--- config.mk ---
export PLATFORM = sky130hd
export DESIGN_NAME = fb_arbiter
export DESIGN_NICKNAME = d
export VERILOG_FILES = /design/src/rtl/fb_arbiter.sv
export SDC_FILE = /design/constraint.sdc
export NUM_CORES = 1
export LEC_CHECK = 0
export CAP_MARGIN = 20
export CORE_MARGIN = 2
export CORE_UTILIZATION = 55
export DETAILED_ROUTE_END_ITERATION = 8
export GPL_TIMING_DRIVEN = 0
export PLACE_DENSITY = 0.83
export SYNTH_ARGS = -nofsm -noshare
export SYNTH_HDL_FRONTEND = slang
export SYNTH_SLANG_ARGS = --single-unit
--- constraint.sdc ---
create_clock -name CLOCK_50 -period 5.6 [get_ports CLOCK_50]
set_clock_uncertainty 0.2 [all_clocks]
set_input_delay 1.12 -clock CLOCK_50 [delete_from_list [all_inputs] [get_ports CLOCK_50]]
set_output_delay 1.12 -clock CLOCK_50 [all_outputs]
set_load 0.03 [all_outputs]
--- src/rtl/fb_arbiter.sv ---
// Framebuffer RAM arbiter: scanout reads, posted pixel writes through a small FIFO,
// and a clear engine, all sharing one single-port RAM behind registered fb_* outputs.
module fb_arbiter #(
    parameter int DATA_W      = 24,
    parameter int ADR_W       = 17,
    parameter int FB_WORDS    = 120000,
    parameter int WFIFO_DEPTH = 4,
    parameter int MAX_WAIT    = 8,
    parameter int RD_LAT      = 1
) (
    input  logic                              CLOCK_50,
    input  logic                              RESET,
    input  logic                              rd_req,
    input  logic [ADR_W-1:0]                  rd_adr,
    output logic                              rd_gnt,
    output logic                              rd_valid,
    output logic [DATA_W-1:0]                 rd_data,
    input  logic                              wr_req,
    input  logic [ADR_W-1:0]                  wr_adr,
    input  logic [DATA_W-1:0]                 wr_data,
    output logic                              wr_rdy,
    input  logic                              clr_start,
    input  logic [DATA_W-1:0]                 clr_color,
    output logic                              clr_busy,
    output logic [$clog2(WFIFO_DEPTH):0]      fifo_level,
    output logic [ADR_W-1:0]                  fb_adr,
    output logic [DATA_W-1:0]                 fb_d,
    output logic                              fb_rw,
    input  logic [DATA_W-1:0]                 fb_q
);

    localparam int PTR_W = $clog2(WFIFO_DEPTH);
    localparam int LVL_W = PTR_W + 1;
    localparam int ST_W  = $clog2(MAX_WAIT + 1);

    typedef enum logic [1:0] {
        CLR_IDLE  = 2'd0,
        CLR_DRAIN = 2'd1,
        CLR_RUN   = 2'd2
    } clr_state_t;

    typedef enum logic [1:0] {
        SEL_IDLE  = 2'd0,
        SEL_READ  = 2'd1,
        SEL_WRITE = 2'd2,
        SEL_CLEAR = 2'd3
    } sel_t;

    logic [ADR_W-1:0]  fifo_adr_r  [WFIFO_DEPTH];
    logic [DATA_W-1:0] fifo_data_r [WFIFO_DEPTH];
    logic [PTR_W-1:0]  wptr_r;
    logic [PTR_W-1:0]  rptr_r;
    logic [LVL_W-1:0]  level_r;
    logic              fifo_empty_s;
    logic              fifo_full_s;
    logic              push_s;
    logic              pop_s;
    logic              wr_rdy_s;

    logic [ST_W-1:0]   starve_r;
    logic              force_s;
    sel_t              sel_s;
    logic              rd_gnt_s;

    clr_state_t        clr_state_r;
    clr_state_t        clr_next_s;
    logic [ADR_W-1:0]  clr_ptr_r;
    logic [DATA_W-1:0] clr_color_r;
    logic              clr_busy_s;
    logic              clr_last_s;

    logic [RD_LAT:0]   rd_pipe_r;
    logic [ADR_W-1:0]  fb_adr_r;
    logic [DATA_W-1:0] fb_d_r;
    logic              fb_rw_r;

    assign fifo_empty_s = (level_r == {LVL_W{1'b0}});
    assign fifo_full_s  = (level_r == LVL_W'(WFIFO_DEPTH));
    assign clr_busy_s   = (clr_state_r != CLR_IDLE);
    // A full FIFO refuses pushes even when it is popped in the same cycle.
    assign wr_rdy_s     = !fifo_full_s && !clr_busy_s && !RESET;
    assign push_s       = wr_req && wr_rdy_s;
    assign pop_s        = (sel_s == SEL_WRITE);
    assign force_s      = (starve_r == ST_W'(MAX_WAIT)) && !fifo_empty_s;
    assign clr_last_s   = (clr_ptr_r == ADR_W'(FB_WORDS - 1));

    // Pick the single RAM access for this cycle.
    always_comb begin
        sel_s    = SEL_IDLE;
        rd_gnt_s = 1'b0;
        if (force_s) begin
            sel_s = SEL_WRITE;
        end else if (rd_req) begin
            sel_s    = SEL_READ;
            rd_gnt_s = 1'b1;
        end else if (!fifo_empty_s) begin
            sel_s = SEL_WRITE;
        end else if (clr_state_r == CLR_RUN) begin
            sel_s = SEL_CLEAR;
        end else begin
            sel_s = SEL_IDLE;
        end
    end

    // Clear FSM next-state logic.
    always_comb begin
        clr_next_s = clr_state_r;
        case (clr_state_r)
            CLR_IDLE: begin
                if (clr_start) begin
                    clr_next_s = CLR_DRAIN;
                end else begin
                    clr_next_s = CLR_IDLE;
                end
            end
            CLR_DRAIN: begin
                if (fifo_empty_s) begin
                    clr_next_s = CLR_RUN;
                end else begin
                    clr_next_s = CLR_DRAIN;
                end
            end
            CLR_RUN: begin
                if ((sel_s == SEL_CLEAR) && clr_last_s) begin
                    clr_next_s = CLR_IDLE;
                end else begin
                    clr_next_s = CLR_RUN;
                end
            end
            default: clr_next_s = CLR_IDLE;
        endcase
    end

    // Clear FSM state, fill pointer and latched colour.
    always_ff @(posedge CLOCK_50) begin
        if (RESET) begin
            clr_state_r <= CLR_IDLE;
            clr_ptr_r   <= {ADR_W{1'b0}};
            clr_color_r <= {DATA_W{1'b0}};
        end else begin
            clr_state_r <= clr_next_s;
            if ((clr_state_r == CLR_IDLE) && clr_start) begin
                clr_ptr_r   <= {ADR_W{1'b0}};
                clr_color_r <= clr_color;
            end else if (sel_s == SEL_CLEAR) begin
                clr_ptr_r <= clr_ptr_r + ADR_W'(1);
            end
        end
    end

    // Write FIFO storage; entries need no reset since level gates their use.
    always_ff @(posedge CLOCK_50) begin
        if (push_s) begin
            fifo_adr_r[wptr_r]  <= wr_adr;
            fifo_data_r[wptr_r] <= wr_data;
        end
    end

    // Write FIFO pointers and occupancy.
    always_ff @(posedge CLOCK_50) begin
        if (RESET) begin
            wptr_r  <= {PTR_W{1'b0}};
            rptr_r  <= {PTR_W{1'b0}};
            level_r <= {LVL_W{1'b0}};
        end else begin
            if (push_s) begin
                wptr_r <= wptr_r + PTR_W'(1);
            end
            if (pop_s) begin
                rptr_r <= rptr_r + PTR_W'(1);
            end
            case ({push_s, pop_s})
                2'b10:   level_r <= level_r + LVL_W'(1);
                2'b01:   level_r <= level_r - LVL_W'(1);
                default: level_r <= level_r;
            endcase
        end
    end

    // Starvation counter: counts cycles a waiting FIFO head has been passed over.
    always_ff @(posedge CLOCK_50) begin
        if (RESET) begin
            starve_r <= {ST_W{1'b0}};
        end else if (fifo_empty_s || pop_s) begin
            starve_r <= {ST_W{1'b0}};
        end else if (starve_r != ST_W'(MAX_WAIT)) begin
            starve_r <= starve_r + ST_W'(1);
        end
    end

    // Registered RAM port.
    always_ff @(posedge CLOCK_50) begin
        if (RESET) begin
            fb_adr_r <= {ADR_W{1'b0}};
            fb_d_r   <= {DATA_W{1'b0}};
            fb_rw_r  <= 1'b1;
        end else begin
            case (sel_s)
                SEL_READ: begin
                    fb_adr_r <= rd_adr;
                    fb_rw_r  <= 1'b1;
                end
                SEL_WRITE: begin
                    fb_adr_r <= fifo_adr_r[rptr_r];
                    fb_d_r   <= fifo_data_r[rptr_r];
                    fb_rw_r  <= 1'b0;
                end
                SEL_CLEAR: begin
                    fb_adr_r <= clr_ptr_r;
                    fb_d_r   <= clr_color_r;
                    fb_rw_r  <= 1'b0;
                end
                default: begin
                    fb_rw_r <= 1'b1;
                end
            endcase
        end
    end

    // Read-return pipeline: one stage for the address register plus the RAM latency.
    always_ff @(posedge CLOCK_50) begin
        if (RESET) begin
            rd_pipe_r <= {(RD_LAT + 1){1'b0}};
        end else begin
            rd_pipe_r <= {rd_pipe_r[RD_LAT-1:0], rd_gnt_s};
        end
    end

    assign rd_gnt     = rd_gnt_s;
    assign rd_valid   = rd_pipe_r[RD_LAT];
    // fb_q is only meaningful while a return is due, so it is masked otherwise.
    assign rd_data    = rd_pipe_r[RD_LAT] ? fb_q : {DATA_W{1'b0}};
    assign wr_rdy     = wr_rdy_s;
    assign clr_busy   = clr_busy_s;
    assign fifo_level = level_r;
    assign fb_adr     = fb_adr_r;
    assign fb_d       = fb_d_r;
    assign fb_rw      = fb_rw_r;

endmodule

==> flow_summary.json <==
{
  "status": "finished, final reports clean",
  "drt_iter0_markers": 705,
  "grt_pass1_wl_mm": 39.8,
  "synth_commonest_cells": "164 x edfxtp_1, 100 x dfxtp_1, 77 x nor2_1",
  "cts_tree": "built",
  "synthCells": 731,
  "postCtsSetupRepairBufs": 0,
  "finalSetupViolCount": 0,
  "drt-vias-per-instance": 5.99,
  "core_mm2": 0.0186,
  "antenna_found_initial": 1,
  "synth_top_cell_by_area": "edfxtp_1",
  "seqPwrFrac_pct": 42.2,
  "synth_area_per_cell_um2": 14.2,
  "h-tree-depth": 1,
  "num_rows": 50,
  "final_cells": 1201,
  "critPathMaxFanout": 10,
  "hp-start": "clr_color_r[4]",
  "syn2layout_area_growth_pct": 29.4,
  "dieWidth_um": 141,
  "timing.fmax_mhz": 232,
  "drv_cap": 0,
  "clkTransAtPathRegs_ps": 60,
  "place_area_mm2": 0.0126,
  "p_comb_share_pct": 27.0,
  "cts_sinks": 264,
  "synth-seq-cells": 264,
  "crit_type": "reg2out",
  "n_fill_cell": 1232,
  "worst_pin_slew_ps": 967,
  "async_flop_share_pct": 0,
  "maxSlewHeadroom_pct": 35.5,
  "internal_power_mw": 3.90,
  "ys_seq_area_share_pct": 66.9,
  "fin_setup_tns_ps": 0,
  "crit_required_ps": 4280,
  "grt_overflow_total": 0,
  "track_usage_pct": 25.9,
  "initial_core_util_pct": 55.8,
  "fp.dieH_um": 141,
  "yosysTopAreaCellShare_pct": 47.5,
  "end_kind": "output pin",
  "finalCritPeriodShare_pct": 76.8,
  "io_buffer_count": 181,
  "leakage_nw": 4.46,
  "rsz0062_at_grt": "false",
  "fp.dieArea_mm2": 0.0200,
  "hold_path_class": "reg2reg",
  "drc": 0,
  "grt_pass1_vias": 7284,
  "finalHoldViolCount": 0,
  "insertion_delay_ps": 540,
  "clkPwrFrac_pct": 30.9,
  "finalWirelength_mm": 25.9,
  "power_mw": 5.64,
  "p_sw_share_pct": 30.9,
  "synth_most_common_cell": "edfxtp_1",
  "firstDrtPassIters": 5,
  "nets": 1065,
  "ctsRootBufferMaster": "clkbuf_16",
  "startpoint_type": "register",
  "cp.arrival_ps": 2980,
  "yosysUniqueCellTypes": 52,
  "place_inst": 1150,
  "routabilityCongestion": 0.894,
  "clockBufferDepth": 3,
  "slew_violations": 0,
  "worstSetupStartpoint": "fifo_level[2]",
  "avgRoutedWirePerCell_um": 21.6,
  "via_count": 7195,
  "postCtsHoldBufs": 0,
  "syn-num-nets": 851,
  "r2r-start": "starve_r[0]",
  "yosys_warnings": 0,
  "grt_max_degree": 32,
  "ir_drop_uv": 284,
  "post-route-cell-area_mm2": 0.0134,
  "drive_gt1_share_pct": 11.4,
  "synth-main-ff-cell": "edfxtp_1",
  "cts_resized": 0,
  "io_pins": 184,
  "syn_area_mm2": 0.0104,
  "fin_crit_ps": 4300,
  "synth-edff-count": 164,
  "p_sw_mw": 1.74,
  "p_per_area_mw_per_mm2": 421,
  "yosys-top-cells-area": "edfxtp_1 48%, dfxtp_1 19%, mux4_2 8.9%, nor2_1 2.8%, nand2_1 2.1%",
  "cts_made_buffers": 27,
  "ant_nets": 0,
  "dp_hpwl_mm": 17.5
}
## power by group through the flow
stage          Combinational (mW)  Clock [mW]  Sequential, mW
6_report                     1.52        1.74            2.38
3_5_place_dp                 1.50           0            2.41
4_1_cts                      1.51        1.75            2.38
3_3_place_gp                 1.46           0            2.42
5_1_grt                      1.63        1.83            2.40
2_1_floorplan               0.780           0            2.56
## logic make-up (layout without fill, tap and decap cells)
logic type / Yosys count / count (layout) / share of synthesized area, %
adders and majority gates: 9 / 9 / 1.16
buffers and inverters: 59 / 294 / 2.60
and+or+nand+nor: 213 / 213 / 9.94
AOI/OAI and AO/OA: 122 / 122 / 8.59
xor gates and xnor gates: 22 / 22 / 1.86
other: 0 / 1 / 0
muxes: 42 / 42 / 9.01
DFF: 264 / 264 / 66.9
## layer usage
layer  up-vias  GRT usage, %  wire length [um]
met5         -             0                 0
met4         0          8.89               812
met3        66          6.14              2590
met2       437          42.6             12400
met1      3465          34.2             10000
li1       3227             -                 -
## sequential cells by signal, summed over array words and instances, names as in the netlist, 2 cells and up, named ones only
signal / count
fb_d: 24
fifo_level: 3
rd_pipe_r: 2
starve_r: 4
clr_color_r: 24
fb_adr: 17
fifo_adr_r: 68
fifo_data_r: 96
wptr_r: 2
clr_state_r: 2
rptr_r: 2
clr_ptr_r: 17
## metrics by stage
stage,utilization (%),hold slack (ps),setup slack [ps]
floorplan,-,214,1510
detailed placement,67.5,249,1440
global route,72.2,281,1160
global placement,67.1,244,1110
CTS,72.1,258,1330
finish,72.2,258,1300
## cell usage in the layout (no fill, tap or decap), types with 9 or more instances in the layout
master           count
a2111oi_0           10
a211oi_1            15
a21oi_1             31
a222oi_1            16
a22oi_1             15
and2_1              26
buf_2                9
clkbuf_1            36
clkbuf_16           27
clkdlybuf4s50_1    181
dfxtp_1            100
edfxtp_1           164
inv_1               13
mux4_2              41
nand2_1             58
nand3_1              9
nor2_1              77
o221ai_1            15
o22ai_1              9
xnor2_1             14
## layout make-up
| class | instances | area [um^2] | area share, % |
|---|---|---|---|
| tap | 234 | 293 | 2.18 |
| clock inverter | 14 | 134 | 0.999 |
| antenna | 1 | 2.50 | 0.0187 |
| multi-input combinational | 408 | 3170 | 23.6 |
| clock buffer | 36 | 719 | 5.37 |
| timing repair buffer | 185 | 1890 | 14.1 |
| inverter | 15 | 56.3 | 0.420 |
| buffer | 44 | 213 | 1.59 |
| sequential | 264 | 6930 | 51.7 |
## final timing paths
path | cells past startpoint | endpoint | slack [ps]
worst max-delay path | 6 | rd_gnt | 1300
worst min-delay path | 2 | clr_color_r[4] | 260
worst min register to register | 2 | clr_color_r[4] | 260
worst max register to register | 11 | fifo_level[2] | 1900
## worst max-delay path: stages, from the launching register on
cell	delay, ps
dfxtp_1	310
buf_4	160
nor3_2	470
o21ai_1	260
clkinv_1	240
buf_2	280
clkdlybuf4s50_1	710
No activity file was read; power rests on OpenSTA's default activity.
